**src/rtl/management_bus_arbiter_pkg.sv**
```systemverilog
// Shared types for the management bus arbiter: FSM states, requester indices
// and register-bus widths.
package ManagementBusTypes;

  localparam int ADDR_W   = 16;
  localparam int DATA_W   = 8;
  localparam int N_REQ    = 2;
  localparam int REQ_QSPI = 0;
  localparam int REQ_SIM  = 1;

  typedef enum logic [0:0] {
    ST_IDLE      = 1'b0,
    ST_READ_BUSY = 1'b1
  } arb_state_e;

endpackage

```
**src/rtl/management_bus_arbiter.sv**
```systemverilog
// Two-requester round-robin arbiter onto a single register-bus master.
// Optional read timeout is enabled by defining MGMT_ARB_TIMEOUT_EN.
module management_bus_arbiter
  import ManagementBusTypes::*;
#(
  parameter int TIMEOUT_CYCLES = 255
) (
  input  logic                      clk,
  input  logic                      rst,
  input  logic [N_REQ-1:0]          req_rd_en,
  input  logic [N_REQ*ADDR_W-1:0]   req_rd_addr,
  input  logic [N_REQ-1:0]          req_wr_en,
  input  logic [N_REQ*ADDR_W-1:0]   req_wr_addr,
  input  logic [N_REQ*DATA_W-1:0]   req_wr_data,
  output logic [N_REQ-1:0]          req_rd_valid,
  output logic [DATA_W-1:0]         req_rd_data,
  output logic                      m_rd_en,
  output logic [ADDR_W-1:0]         m_rd_addr,
  output logic                      m_wr_en,
  output logic [ADDR_W-1:0]         m_wr_addr,
  output logic [DATA_W-1:0]         m_wr_data,
  input  logic                      m_rd_valid,
  input  logic [DATA_W-1:0]         m_rd_data,
  output logic [N_REQ-1:0]          err_overrun,
  output logic                      err_timeout
);

  arb_state_e          state_q, state_d;
  logic [N_REQ-1:0]    slot_vld_q, slot_vld_d;
  logic [N_REQ-1:0]    slot_wr_q;
  logic [ADDR_W-1:0]   slot_addr_q [N_REQ];
  logic [DATA_W-1:0]   slot_data_q [N_REQ];
  logic                last_q;
  logic                busy_idx_q;

  logic [N_REQ-1:0]    req_rd_valid_q;
  logic [DATA_W-1:0]   req_rd_data_q;
  logic                m_rd_en_q, m_wr_en_q;
  logic [ADDR_W-1:0]   m_rd_addr_q, m_wr_addr_q;
  logic [DATA_W-1:0]   m_wr_data_q;
  logic [N_REQ-1:0]    err_overrun_q;

  logic [N_REQ-1:0]    strobe, both_kinds, drop, accept;
  logic                grant_vld, grant_idx;
  logic                rd_done, rd_timeout;

  always_comb begin
    strobe     = req_rd_en | req_wr_en;
    both_kinds = req_rd_en & req_wr_en;
    // Simultaneous strobes from both requesters are ambiguous, so both are dropped.
    drop[REQ_QSPI] = strobe[REQ_QSPI] &
                     (slot_vld_q[REQ_QSPI] | strobe[REQ_SIM] | both_kinds[REQ_QSPI]);
    drop[REQ_SIM]  = strobe[REQ_SIM] &
                     (slot_vld_q[REQ_SIM] | strobe[REQ_QSPI] | both_kinds[REQ_SIM]);
    accept    = strobe & ~drop;

    grant_vld = (state_q == ST_IDLE) && (slot_vld_q != '0);
    grant_idx = (&slot_vld_q) ? ~last_q : slot_vld_q[REQ_SIM];
    rd_done   = (state_q == ST_READ_BUSY) && m_rd_valid;

    slot_vld_d = slot_vld_q | accept;
    state_d    = state_q;
    if (grant_vld) begin
      if (slot_wr_q[grant_idx]) begin
        slot_vld_d[grant_idx] = 1'b0;
      end else begin
        state_d = ST_READ_BUSY;
      end
    end
    if (rd_done || rd_timeout) begin
      slot_vld_d[busy_idx_q] = 1'b0;
      state_d                = ST_IDLE;
    end
  end

  always_ff @(posedge clk) begin
    for (int i = 0; i < N_REQ; i++) begin
      if (accept[i]) begin
        slot_wr_q[i]   <= req_wr_en[i];
        slot_addr_q[i] <= req_wr_en[i] ? req_wr_addr[i*ADDR_W +: ADDR_W]
                                       : req_rd_addr[i*ADDR_W +: ADDR_W];
        slot_data_q[i] <= req_wr_data[i*DATA_W +: DATA_W];
      end
    end
  end

  always_ff @(posedge clk) begin
    if (rst) begin
      state_q        <= ST_IDLE;
      slot_vld_q     <= '0;
      last_q         <= 1'b1;
      busy_idx_q     <= 1'b0;
      m_rd_en_q      <= 1'b0;
      m_wr_en_q      <= 1'b0;
      m_rd_addr_q    <= '0;
      m_wr_addr_q    <= '0;
      m_wr_data_q    <= '0;
      req_rd_valid_q <= '0;
      req_rd_data_q  <= '0;
      err_overrun_q  <= '0;
    end else begin
      state_q        <= state_d;
      slot_vld_q     <= slot_vld_d;
      err_overrun_q  <= err_overrun_q | drop;
      m_rd_en_q      <= 1'b0;
      m_wr_en_q      <= 1'b0;
      req_rd_valid_q <= '0;
      if (grant_vld) begin
        last_q <= grant_idx;
        if (slot_wr_q[grant_idx]) begin
          m_wr_en_q   <= 1'b1;
          m_wr_addr_q <= slot_addr_q[grant_idx];
          m_wr_data_q <= slot_data_q[grant_idx];
        end else begin
          // Address is held here until the next read grant; the target samples it late.
          m_rd_en_q   <= 1'b1;
          m_rd_addr_q <= slot_addr_q[grant_idx];
          busy_idx_q  <= grant_idx;
        end
      end
      if (rd_done || rd_timeout) begin
        req_rd_valid_q[busy_idx_q] <= 1'b1;
        req_rd_data_q              <= rd_done ? m_rd_data : '1;
      end
    end
  end

`ifdef MGMT_ARB_TIMEOUT_EN
  localparam int CNT_W = $clog2(TIMEOUT_CYCLES + 1);

  logic [CNT_W-1:0] tmo_cnt_q;
  logic             err_timeout_q;

  // A response landing on the final count takes priority over the timeout.
  assign rd_timeout = (state_q == ST_READ_BUSY) && !m_rd_valid &&
                      (tmo_cnt_q == CNT_W'(TIMEOUT_CYCLES - 1));

  always_ff @(posedge clk) begin
    if (rst) begin
      tmo_cnt_q     <= '0;
      err_timeout_q <= 1'b0;
    end else begin
      if (grant_vld && !slot_wr_q[grant_idx]) begin
        tmo_cnt_q <= '0;
      end else if (state_q == ST_READ_BUSY) begin
        tmo_cnt_q <= tmo_cnt_q + 1'b1;
      end
      if (rd_timeout) begin
        err_timeout_q <= 1'b1;
      end
    end
  end

  assign err_timeout = err_timeout_q;
`else
  assign rd_timeout  = 1'b0;
  assign err_timeout = 1'b0;
`endif

  assign req_rd_valid = req_rd_valid_q;
  assign req_rd_data  = req_rd_data_q;
  assign m_rd_en      = m_rd_en_q;
  assign m_rd_addr    = m_rd_addr_q;
  assign m_wr_en      = m_wr_en_q;
  assign m_wr_addr    = m_wr_addr_q;
  assign m_wr_data    = m_wr_data_q;
  assign err_overrun  = err_overrun_q;

endmodule

```
**config.mk**
```make
export PLATFORM = sky130hd
export DESIGN_NAME = management_bus_arbiter
export DESIGN_NICKNAME = d
export VERILOG_FILES = /design/src/rtl/management_bus_arbiter_pkg.sv /design/src/rtl/management_bus_arbiter.sv
export SDC_FILE = /design/constraint.sdc
export NUM_CORES = 1
export LEC_CHECK = 0
export BUFFER_PORTS_ARGS = -buffer_cell sky130_fd_sc_hd__buf_4
export CAP_MARGIN = 30
export CORE_MARGIN = 5
export CORE_UTILIZATION = 50
export DETAILED_ROUTE_END_ITERATION = 6
export GPL_ROUTABILITY_DRIVEN = 0
export PLACE_DENSITY_LB_ADDON = 0.25
export SLEW_MARGIN = 20
export SYNTH_ARGS = -nofsm -noshare
export SYNTH_HDL_FRONTEND = slang
export SYNTH_SLANG_ARGS = --single-unit
```
**constraint.sdc**
```tcl
create_clock -name clk -period 5.6 [get_ports clk]
set_input_delay 1.12 -clock clk [delete_from_list [all_inputs] [get_ports clk]]
set_output_delay 1.12 -clock clk [all_outputs]
set_load 0.01 [all_outputs]
```
Word level (Yosys, flattened, before mapping)
Memory sizes are Yosys's and may differ from the RTL's. A register that Yosys moved wholly into a read port is not among the register bits.
Cells that the tools add are included.
{"block": "op_classes", "magnitude_cmp": 4, "n_mux": 24, "bitwise_logic": 21, "n_reduce_logical": 13}
{"operator": "2-to-1 mux 16 bit", "n": 3}
{"operator": "OR reduction 16 bit", "n": 1}
{"operator": "2-to-1 mux 1 bit", "n": 15}
{"operator": "bitwise AND 2 bit", "n": 4}
{"operator": "2-to-1 mux 8 bit", "n": 1}
{"operator": "OR reduction 8 bit", "n": 1}
{"operator": "2-to-1 mux 2 bit", "n": 3}
{"operator": "inverter 2 bit", "n": 3}
{"operator": "OR 2 bit", "n": 3}
{"operator": "AND reduction 2 bit", "n": 3}
{"operator": "OR reduction 2 bit", "n": 3}
{"operator": "inverter 1 bit", "n": 5}
{"operator": "logical AND 1 bit", "n": 4}
{"operator": "< comparator 1 x 2 -> 1 bit, second input constant", "n": 2}
{"operator": "OR 1 bit", "n": 4}
{"operator": "bitwise AND 1 bit", "n": 2}
{"operator": "demux 1 bit (select 1 bit)", "n": 2}
{"operator": ">= comparator 1 bit, second input constant", "n": 2}
{"operator": "nonzero test 2 bit", "n": 1}
{"block": "totals", "ff_bits": 53, "ram_bits": 48, "input_bits": 95, "output_inout_bits": 55, "word_cells": 77, "n_memories": 2}
{"name": "slot_addr_q", "words": 2, "word_bits": 16, "rd": 1, "rd_ports_with_merged_regs": 0, "write_ports": 1, "line": "management_bus_arbiter.sv:31", "source": "logic [ADDR_W-1:0] slot_addr_q [N_REQ];"}
{"name": "slot_data_q", "words": 2, "word_bits": 8, "rd": 1, "rd_ports_with_merged_regs": 1, "write_ports": 1, "line": "management_bus_arbiter.sv:32", "source": "logic [DATA_W-1:0] slot_data_q [N_REQ];"}

Depth between registers and ports, before layout
Gate-level depths: netlist of the first run.
{"block": "depth", "word_depth": 12, "depth_mapped": 6, "depth_no_buf": 4}

Least setup slack after synthesis of the first run
Ideal clock, no wire load.
{"block": "synth_path", "kind": "input port to flip-flop", "from": "input port req_wr_en[0]", "to": "memory slot_addr_q[1][0] (enable)", "arrival_time_ns": 3.868, "slack_ns": 1.261, "stages": 2, "n_path_buf": 1, "path_cell_list": "buf_1 -> nor4_1"}
{"block": "synth_between", "elab_chain_cells": 10}
{"item": "start, declared", "line": "management_bus_arbiter.sv:12", "source": "input logic [N_REQ-1:0] req_wr_en,"}
{"item": "OR 2 bit *", "line": "management_bus_arbiter.sv:48", "source": "strobe = req_rd_en | req_wr_en;"}
{"item": "OR 1 bit * (2 in a row)", "line": "management_bus_arbiter.sv:54", "source": "(slot_vld_q[REQ_SIM] | strobe[REQ_QSPI] | both_kinds[REQ_SIM]);"}
{"item": "bitwise AND 1 bit *", "line": "management_bus_arbiter.sv:53", "source": "drop[REQ_SIM] = strobe[REQ_SIM] &"}
{"item": "inverter 2 bit *", "line": "management_bus_arbiter.sv:55", "source": "accept = strobe & ~drop;"}
{"item": "bitwise AND 2 bit *", "line": "management_bus_arbiter.sv:55"}
{"item": "via accept[1]", "line": "management_bus_arbiter.sv:43", "source": "logic [N_REQ-1:0] strobe, both_kinds, drop, accept;"}
{"item": "2-to-1 mux 1 bit *", "line": "management_bus_arbiter.sv:78", "source": "if (accept[i]) begin"}
{"item": "2-to-1 mux 1 bit *", "line": "management_bus_arbiter.sv:80", "source": "slot_addr_q[i] <= req_wr_en[i] ? req_wr_addr[i*ADDR_W +: ADDR_W]"}
{"item": "OR reduction 16 bit (no line)"}
{"item": "2-to-1 mux 1 bit (no line)"}
{"item": "end, declared", "line": "management_bus_arbiter.sv:31"}
The timed path passes the listed nets; every way through them passes the cells marked *.

Worst setup path in the final report of the first run
{"block": "layout_path", "from": "register slot_vld_q[1]", "to": "register m_wr_data_q[4] (netlist: m_wr_data[4]) (read register of slot_data_q)"}
{"block": "layout_between", "elab_chain_cells": 5}
{"item": "start, declared", "line": "management_bus_arbiter.sv:29", "source": "logic [N_REQ-1:0] slot_vld_q, slot_vld_d;"}
{"item": "start signal, assigned", "line": "management_bus_arbiter.sv:103", "source": "slot_vld_q <= slot_vld_d;"}
{"item": "AND reduction 2 bit", "line": "management_bus_arbiter.sv:58", "source": "grant_idx = (&slot_vld_q) ? ~last_q : slot_vld_q[REQ_SIM];"}
{"item": "2-to-1 mux 1 bit", "line": "management_bus_arbiter.sv:58"}
{"item": "2-to-1 mux 1 bit (implied by the code) (2 in a row)", "line": "management_bus_arbiter.sv:110", "source": "if (slot_wr_q[grant_idx]) begin"}
{"item": "AND reduction 2 bit (no line)"}
{"item": "end, declared", "line": "management_bus_arbiter.sv:40", "source": "logic [DATA_W-1:0] m_wr_data_q;"}
Parallel ways exist; a longest one is shown, timed or not. The select of a mux whose other input is x is not followed.
A chain may end at the register's enable or synchronous reset.

==> results of run 1 <==
-- power by group through the flow --
stage                     registers [mW]  clock network [mW]  logic [mW]
final                              0.899               0.441       0.258
after floorplan                    0.924                   0       0.128
after global placement             0.916                   0       0.248
after CTS                          0.899               0.450       0.260
after detailed placement           0.917                   0       0.259
after global routing               0.904               0.489       0.282
-- stage by stage --
step | util, % | cells | setup slack, ns
2_1_floorplan | - | 384 | 1.261
3_3_place_gp | 64.40 | 612 | 2.790
3_5_place_dp | 64.89 | 614 | 3.069
4_1_cts | 67.02 | 630 | 3.053
5_1_grt | 67.02 | 630 | 2.878
6_report | 67.02 | 630 | 3.066
-- worst register-to-register path, stage by stage, from the launching register on --
cell and delay [ns]:
dfxtp_1 0.49, a21boi_4 0.63, buf_16 0.23, a32o_1 0.50, buf_8 0.24, a21oi_1 0.09, a311oi_1 0.27
-- cell families (layout without fill, tap and decap cells) --
logic type | after synthesis | count (layout) | share of synthesized area (%)
compound gates | 76 | 76 | 10.76
xor+xnor | 2 | 2 | 0.3912
buf+inv | 38 | 176 | 4.023
flops | 109 | 109 | 59.90
mux | 56 | 56 | 13.86
other cells | 1 | 1 | 0.08374
simple gates | 102 | 102 | 10.98
-- per-layer routing --
metal / track usage [%] / wire length, um / vias to the layer above
met5: 0 / 0 / -
met4: 7.580 / 183 / 0
met2: 31.67 / 5208 / 154
met1: 25.77 / 4574 / 1592
met3: 4.131 / 875 / 15
li1: - / - / 1690
-- state kept, by name, summed over array words and instances (netlist names), 2 cells and up --
name          count
req_rd_data       8
slot_data_q      16
err_overrun       2
m_wr_addr        16
m_rd_addr        16
slot_vld_q        2
m_wr_data         8
slot_wr_q         2
req_rd_valid      2
slot_addr_q      32
-- Yosys cell counts, types with 2 or more instances --
cell      number
nor2_1         8
inv_1          6
a311oi_1       8
nand2_1       17
mux2_2        48
clkbuf_1      17
xnor2_1        2
o21ai_0        5
a21oi_1       54
mux2i_1        8
nor3_1        70
dfxtp_1       59
nor4_1         2
buf_6          3
buf_4          2
edfxtp_1      50
buf_2          6
buf_1          4
-- worst max path at each step --
stage,cells past startpoint,to,startpoint
after global routing,6,m_wr_data[4],slot_vld_q[1]
after detailed placement,6,m_wr_data[4],slot_vld_q[1]
final,6,m_wr_data[4],slot_vld_q[1]
after global placement,4,m_wr_data[4],slot_vld_q[0]
after floorplan,2,slot_addr_q[1][0],req_wr_en[0]
after CTS,6,m_wr_data[4],slot_vld_q[1]
-- cell type report --
type | instances | area [um^2] | area share [%]
Clock inverter | 5 | 32.53 | 0.5566
Inverter | 6 | 22.52 | 0.3854
Timing Repair Buffer | 154 | 1184 | 20.25
Sequential cell | 109 | 2683 | 45.90
Multi-Input combinational cell | 237 | 1635 | 27.98
Clock buffer | 11 | 152.6 | 2.612
Tap cell | 108 | 135.1 | 2.312
==> results.json, run 1 <==
{
  "final_area_um2": 5844,
  "synthCells": 384,
  "cts_resized": 0,
  "crit_family": "compound AO/OA/AOI/OAI gates",
  "cts.sinks": 109,
  "combPwrFrac_pct": 16.1,
  "yosysWarnings": 0,
  "layout_common_cells": "buf_4 (152), nor3_1 (70), dfxtp_1 (59), a21oi_1 (54), edfxtp_1 (50)",
  "dp_hpwl_um": 7762,
  "cts.htree.levels": 3,
  "post_synth_num_cell_types": 33,
  "mostFrequentLayoutCell": "buf_4",
  "ctsHoldBuffers": 0,
  "tightestPinTransition_ns": 0.7515,
  "finalPower_mw": 1.599,
  "syn-cell-area_um2": 4478,
  "critPathKind": "reg2reg",
  "drive_gt1_share_pct": 42.91,
  "die_w_um": 104.6,
  "clk_pin_slew_ns": 0.10,
  "core.rowCount": 34,
  "avgRoutedWirePerCell_um": 17.21,
  "end_kind": "register",
  "drt_iter0_markers": 203,
  "nFillCells": 653,
  "grt_pass1_vias": 3481,
  "holdPathStages": 2,
  "status": "completed",
  "slew_headroom_pct": 49.90,
  "core_um2": 8721,
  "synth_area_leaders": "edfxtp_1 (34%), dfxtp_1 (26%), mux2_2 (12%)",
  "r2r_cells": 6,
  "grt_usage_pct": 19.54,
  "regToRegStartpoint": "slot_vld_q[1]",
  "port-buffer-count": 148,
  "dieArea_um2": 10950,
  "worstPathArrival_ns": 2.81,
  "r2r_end": "m_wr_data[4]",
  "diodes": 0,
  "first_pass_iters": 4,
  "ys_dominant_reg_cell": "dfxtp_1",
  "required_ns": 5.88,
  "synth_edf_count": 50,
  "die_h_um": 104.6,
  "p_seq_share_pct": 56.3,
  "cts_tree": "built",
  "critPathSlowestCell": "a21boi_4",
  "clockBufferDepth": 2,
  "swShare_pct": 24.97,
  "wirelength_um": 10840,
  "path_cells": "a21boi_4 -> buf_16 -> a32o_1 -> buf_8 -> a21oi_1 -> a311oi_1",
  "nets": 612,
  "rsz0062_at_grt": "no",
  "post-cts-setup-buffers": 0,
  "areaGrowthSynthToFinish_pct": 30.51,
  "min-delay-start": "req_rd_data[3]",
  "hold_class": "reg2reg",
  "intPower_mw": 1.199,
  "finalMaxSlewViolations": 0,
  "cp-start-kind": "register",
  "vias": 3451,
  "cpPeakStageDelay_ns": 0.63,
  "synth_top_area_share_pct": 33.53,
  "p_clk_share_pct": 27.6,
  "min_to": "req_rd_data[3]",
  "maxCapViolations": 0,
  "start_util_pct": 51.35,
  "drc_errors": 0,
  "p_leak_nw": 2.212,
  "cts_buffers": 9,
  "ant_nets": 0,
  "ff2ff_setup_slack_ns": 3.07,
  "synth_fp_nets": 479,
  "tns_ns": 0,
  "post_drt_via_cell_ratio": 5.478,
  "worst_hold_slack_ns": 0.4580,
  "netSwitchingPower_mw": 0.3992,
  "seq_area_frac_synth_pct": 59.91,
  "yosysTopAreaCell": "edfxtp_1",
  "finalHoldViolations": 0,
  "async_reset_ff_share_pct": 0,
  "crit_path_max_fanout": 18,
  "avgSynthCellArea_um2": 11.66,
  "grt_pass1_wl_um": 17300,
  "path_buf_inv": 2,
  "grt_antenna_before_repair": 0,
  "final.period_utilization_pct": 45.25,
  "setup_viol": 0,
  "period_needed_ns": 2.534,
  "synth-seq-cells": 109,
  "cts_root_buffer": "clkbuf_8",
  "clkLatencyLatePin_ns": 0.37,
  "post_dp_cell_area_um2": 5659,
  "p_per_area_nw_per_um2": 273.5,
  "max_freq_ghz": 0.3947,
  "gr-total-overflow": 0,
  "io_pins": 150,
  "finClkSkew_ns": 0.009805,
  "grt_start_max_net_pins": 60,
  "peakVddDrop_mv": 0.1174
}
(Power assumes the default switching activity.)
==> run 2: changes to the inputs <==
- CORE_UTILIZATION: 50 -> 45
- clock period: 5.6 -> 2.2 ns (I/O delays scaled with it)
==> run 2 against run 1 <==
Effect of this change:
- sequential share of layout area fell by 0.65 points
- global-route usage about the same
- worst setup slack got worse by 2.9 ns
- die area is 10% higher
- via count is 0.12% lower
- largest cell class unchanged
==> results.json, run 2 (synthesis gave the netlist of run 1 again) <==
{
  "cts_root_buffer": "clkbuf_8",
  "grt_usage_pct": 19.54,
  "nFillCells": 825,
  "clockBufferDepth": 2,
  "tns_ns": 0,
  "clkLatencyLatePin_ns": 0.36,
  "regMostFlops": "slot_addr_q",
  "finalMaxSlewViolations": 0,
  "peakVddDrop_mv": 0.2736,
  "ant_nets": 0,
  "critPathKind": "reg2reg",
  "regToRegStartpoint": "slot_vld_q[1]",
  "finalPower_mw": 4.060,
  "status": "completed",
  "holdPathStages": 1,
  "grt_pass1_wl_um": 18090,
  "nets": 618,
  "cts.htree.levels": 3,
  "end_kind": "register",
  "maxCapViolations": 0,
  "cts.sinks": 109,
  "die_w_um": 109.8,
  "drc_errors": 0,
  "rsz0062_at_grt": "no",
  "hold_class": "in2reg",
  "numPlacedInstances": 645,
  "core_um2": 9729,
  "finClkSkew_ns": 0.01044,
  "critPathCapture": "m_rd_addr[12]",
  "cp-start-kind": "register",
  "io_pins": 150,
  "post_dp_cell_area_um2": 5751,
  "ff2ff_setup_slack_ns": 0.19,
  "worstPathArrival_ns": 2.24,
  "post_drt_via_cell_ratio": 5.215,
  "drt_iter0_markers": 191,
  "avgRoutedWirePerCell_um": 17.16,
  "setup_viol": 0,
  "p_per_area_nw_per_um2": 684.8,
  "largest_reg_flops": 32,
  "gr-total-overflow": 0,
  "period_needed_ns": 2.008,
  "cts_tree": "built",
  "first_pass_iters": 4,
  "worst_hold_slack_ns": 0.2489,
  "cts_resized": 0,
  "start_util_pct": 46.03,
  "grt_pass1_vias": 3492,
  "final.period_utilization_pct": 91.28,
  "layout_common_cells": "buf_4 (158), nor3_1 (70), dfxtp_1 (59), a21oi_1 (54), edfxtp_1 (50)",
  "max_freq_ghz": 0.4980,
  "final_area_um2": 5928,
  "r2r_end": "m_rd_addr[12]",
  "core.rowCount": 36,
  "tightestPinTransition_ns": 0.6661,
  "startpoint": "slot_vld_q[1]",
  "r2r_cells": 5,
  "dp_hpwl_um": 7905,
  "finalNonFillerCells": 661,
  "p_leak_nw": 2.230,
  "grt_antenna_before_repair": 0,
  "clk_pin_slew_ns": 0.10,
  "cts_buffers": 9,
  "drive_gt1_share_pct": 43.37,
  "required_ns": 2.44,
  "ctsHoldBuffers": 0,
  "grt_start_max_net_pins": 60,
  "vias": 3447,
  "crit_path_max_fanout": 18,
  "port-buffer-count": 148,
  "slew_headroom_pct": 55.59,
  "wirelength_um": 11340,
  "diodes": 0,
  "finalHoldViolations": 0,
  "die_h_um": 109.8,
  "mostFrequentLayoutCell": "buf_4",
  "post-cts-setup-buffers": 0,
  "areaGrowthSynthToFinish_pct": 32.38,
  "dieArea_um2": 12050
}
run 2: changes by cell type in the layout (fill, tap and decap cells not counted), moves of 2 or more:
| cell | change |
|---|---|
| nor4_4 | +2 |
| buf_12 | +2 |
| buf_4 | +6 |
| clkinv_2 | -2 |
| nor4_2 | -2 |
run 2: layout make-up:
type                       count  area [um^2]  share of cell area, %
sequential                   109         2683                  45.25
inverter                       6        22.52                 0.3799
timing repair buffer         160         1226                  20.68
multi-input combinational    237         1653                  27.88
clock buffer                  11        141.4                  2.385
tap                          133        166.4                  2.807
clock inverter                 5        36.28                 0.6121
run 2: metrics by stage:
| step | util, % | worst slack, ns |
|---|---|---|
| finish | 60.93 | 0.1919 |
| global route | 60.93 | 0.08307 |
| CTS | 60.93 | 0.2008 |
| detailed placement | 59.10 | 0.2267 |
| global placement | 59.10 | 0.3318 |
| floorplan | - | 0.1409 |
run 2: worst min path at each step:
stage | start | to
after floorplan | busy_idx_q | req_rd_valid[0]
after detailed placement | req_rd_data[7] | req_rd_data[7]
after global placement | req_rd_data[7] | req_rd_data[7]
after CTS | req_wr_data[1] | slot_data_q[0][1]
final | req_wr_data[1] | slot_data_q[0][1]
after global routing | req_wr_data[3] | slot_data_q[0][3]
run 2: critical path: stages, from the launching register on:
cell and delay [ns]:
dfxtp_1 0.52, a21boi_4 0.35, buf_4 0.33, mux2_2 0.41, nor3_1 0.20, nor3_1 0.07
run 2: routing by layer:
layer / part of all wire (%) / vias up / wire [um] / track usage (%)
met5: 0 / - / 0 / 0
met1: 43 / 1603 / 4930 / 27.82
met3: 8.5 / 12 / 969 / 3.699
met4: 1.8 / 0 / 206 / 7.124
met2: 46 / 133 / 5236 / 29.69
li1: - / 1699 / - / -
run 2: power breakdown:
part           switching, mW  internal (mW)  leakage [nW]
Combinational          0.324          0.349          1.21
Clock                  0.653          0.444        0.0832
Sequential            0.0573           2.23         0.939
Total                   1.03           3.03          2.23
==> run 3: changes to the inputs <==
- ABC_AREA: unset -> 1
- CORE_UTILIZATION: 45 -> 46
==> run 3 against run 2 <==
Effect of this change:
- worst setup slack gained 0.10 ns
- cell count grew 38%
- clock power is essentially flat
- via count grew 24%
- sequential cell count is the same
- clock skew is essentially flat
- die area grew 6.7%
- utilization is essentially flat
- largest cell class unchanged
- highest routed layer unchanged
==> results.json, run 3 <==
{
  "drc_errors": 0,
  "synth_fp_nets": 734,
  "first_pass_iters": 5,
  "finClkSkew_ns": 0.01056,
  "p_clk_share_pct": 26.4,
  "mostFrequentLayoutCell": "nand2_1",
  "syn-cell-area_um2": 4913,
  "die_h_um": 113.4,
  "regMostFlops": "slot_addr_q",
  "slew_headroom_pct": 61.75,
  "gr-total-overflow": 0,
  "swShare_pct": 26.78,
  "grt_start_max_net_pins": 45,
  "grt_usage_pct": 18.54,
  "drive_gt1_share_pct": 23.26,
  "grt_antenna_before_repair": 0,
  "nFillCells": 914,
  "synth_edf_count": 50,
  "nets": 868,
  "status": "completed",
  "seq_area_frac_synth_pct": 54.60,
  "largest_reg_flops": 32,
  "crit_path_max_fanout": 44,
  "cpPeakStageDelay_ns": 0.48,
  "multi_input_area_um2": 1822,
  "worstPathArrival_ns": 2.17,
  "cts_buffers": 9,
  "grt_pass1_vias": 4024,
  "tightestPinTransition_ns": 0.5717,
  "p_per_area_nw_per_um2": 652.8,
  "avgSynthCellArea_um2": 7.689,
  "post-route-util_pct": 60.91,
  "diodes": 0,
  "clockBufferDepth": 2,
  "finalHoldViolations": 0,
  "combPwrFrac_pct": 17.9,
  "async_reset_ff_share_pct": 0,
  "rsz0062_at_grt": "no",
  "route.met3.wl_um": 714,
  "register_area_um2": 2683,
  "netSwitchingPower_mw": 1.104,
  "yosysWarnings": 0,
  "cts.sinks": 109,
  "setup_viol": 0,
  "ant_nets": 0,
  "yosysMostFrequentCell": "nand2_1",
  "synth_area_leaders": "edfxtp_1 (31%), dfxtp_1 (24%), nand2_1 (20%)",
  "path_cells": "nand2_2 -> nand2_4 -> buf_4 -> clkinv_1 -> nand2_1 -> nand2_1 -> nor2_1 -> nor2_1",
  "grt_pass1_wl_um": 19350,
  "holdPathStages": 1,
  "critPathSlowestCell": "dfxtp_1",
  "peakVddDrop_mv": 0.3559,
  "p_seq_share_pct": 55.7,
  "avgRoutedWirePerCell_um": 12.80,
  "ys_dominant_reg_cell": "dfxtp_1",
  "p_leak_nw": 3.101,
  "synth_common_cells": "nand2_1 (257), inv_1 (65), dfxtp_1 (59), nor2_1 (59), edfxtp_1 (50)",
  "layout_common_cells": "nand2_1 (257), buf_4 (156), inv_1 (65), dfxtp_1 (59), nor2_1 (58)",
  "ctsHoldBuffers": 0,
  "hold_class": "in2reg",
  "yosysTopAreaCell": "edfxtp_1",
  "clkLatencyLatePin_ns": 0.36,
  "post_synth_num_cell_types": 25,
  "post_drt_via_cell_ratio": 4.693,
  "synthCells": 639,
  "max_freq_ghz": 0.5254,
  "period_needed_ns": 1.903,
  "finalPower_mw": 4.123,
  "r2r_cells": 8,
  "synth_top_area_share_pct": 30.56,
  "port-buffer-count": 148,
  "intPower_mw": 3.019,
  "dieArea_um2": 12850,
  "cts_resized": 0,
  "dp_hpwl_um": 8858,
  "vias": 4289,
  "cts_root_buffer": "clkbuf_8",
  "cp-start-kind": "register",
  "critPathKind": "reg2reg",
  "drt_iter0_markers": 264,
  "areaGrowthSynthToFinish_pct": 28.55,
  "required_ns": 2.47,
  "cts_tree": "built",
  "io_pins": 150,
  "final.period_utilization_pct": 86.52,
  "end_kind": "register",
  "core_um2": 10370,
  "maxCapViolations": 0,
  "die_w_um": 113.4,
  "finalMaxSlewViolations": 0,
  "synth-seq-cells": 109,
  "core.rowCount": 37,
  "wl_met2_um": 5234,
  "post-cts-setup-buffers": 0,
  "start_util_pct": 47.38,
  "clk_pin_slew_ns": 0.10,
  "wirelength_um": 11700,
  "topRoutingLayerUsed": "met4",
  "cts.htree.levels": 3,
  "wirelength_met1_um": 5630
}
[run 3: changes by cell type after synthesis, moves of 5 or more]
cell / change
nand2_1: +240
nor2_1: +51
o21ai_0: +10
nor3_1: -67
mux2_2: -48
a311oi_1: -8
inv_1: +59
mux2i_1: -8
nand3b_1: +15
buf_2: +5
a21oi_1: -26
nand3_1: +35
[run 3: worst paths after layout]
check                  start  slack (ns)                end
max            slot_vld_q[0]        0.30       m_wr_data[1]
min          req_wr_data[14]        0.24  slot_data_q[1][6]
max reg2reg    slot_vld_q[0]        0.30       m_wr_data[1]
min reg2reg   req_rd_data[0]        0.47     req_rd_data[0]
[run 3: kinds of logic (layout without fill, tap and decap cells)]
family / after synthesis / count (layout) / synth area share (%)
simple gates: 377 / 377 / 31.60
compound gates: 49 / 49 / 5.118
flops: 109 / 109 / 54.60
buf+inv: 103 / 242 / 8.607
other cells: 1 / 1 / 0.07632
[run 3: worst max-delay path: cells and delay by family, from the launching register on]
family,cells,cell delay [ns]
buffers and inverters,2,0.73
DFF,1,0.48
and+or+nand+nor,6,0.57
[run 3: metal layers]
metal	GRT usage [%]	vias to the layer above
met5	0	-
met4	4.968	0
met3	3.636	9
met2	27.92	123
met1	27.30	1904
li1	-	2253
[run 3: stage by stage]
| stage | setup slack (ns) | cells | setup TNS, ns | hold slack, ns | instance area, um^2 |
|---|---|---|---|---|---|
| floorplan | -0.1375 | 639 | -6.389 | 0.4259 | 4918 |
| global placement | 0.4033 | 898 | 0 | 0.4432 | 6141 |
| detailed placement | 0.3157 | 898 | 0 | 0.4583 | 6141 |
| CTS | 0.3038 | 914 | 0 | 0.2271 | 6316 |
| global route | 0.04607 | 914 | 0 | 0.2119 | 6316 |
| finish | 0.2966 | 914 | 0 | 0.2414 | 6316 |
[run 3: area by class of cell]
cell class | count | share of cell area, %
Timing Repair Buffer | 158 | 19.18
Tap cell | 136 | 2.694
Multi-Input combinational cell | 427 | 28.84
Clock buffer | 11 | 2.239
Clock inverter | 5 | 0.5349
Sequential cell | 109 | 42.47
Inverter | 68 | 4.041
[run 3: power groups by stage]
stage | combinational, mW | clock [mW] | sequential, mW
after global routing | 0.831 | 1.21 | 2.31
final | 0.738 | 1.09 | 2.30
after detailed placement | 0.742 | 0 | 2.34
after CTS | 0.746 | 1.11 | 2.30
after floorplan | 0.383 | 0 | 2.36
after global placement | 0.723 | 0 | 2.34
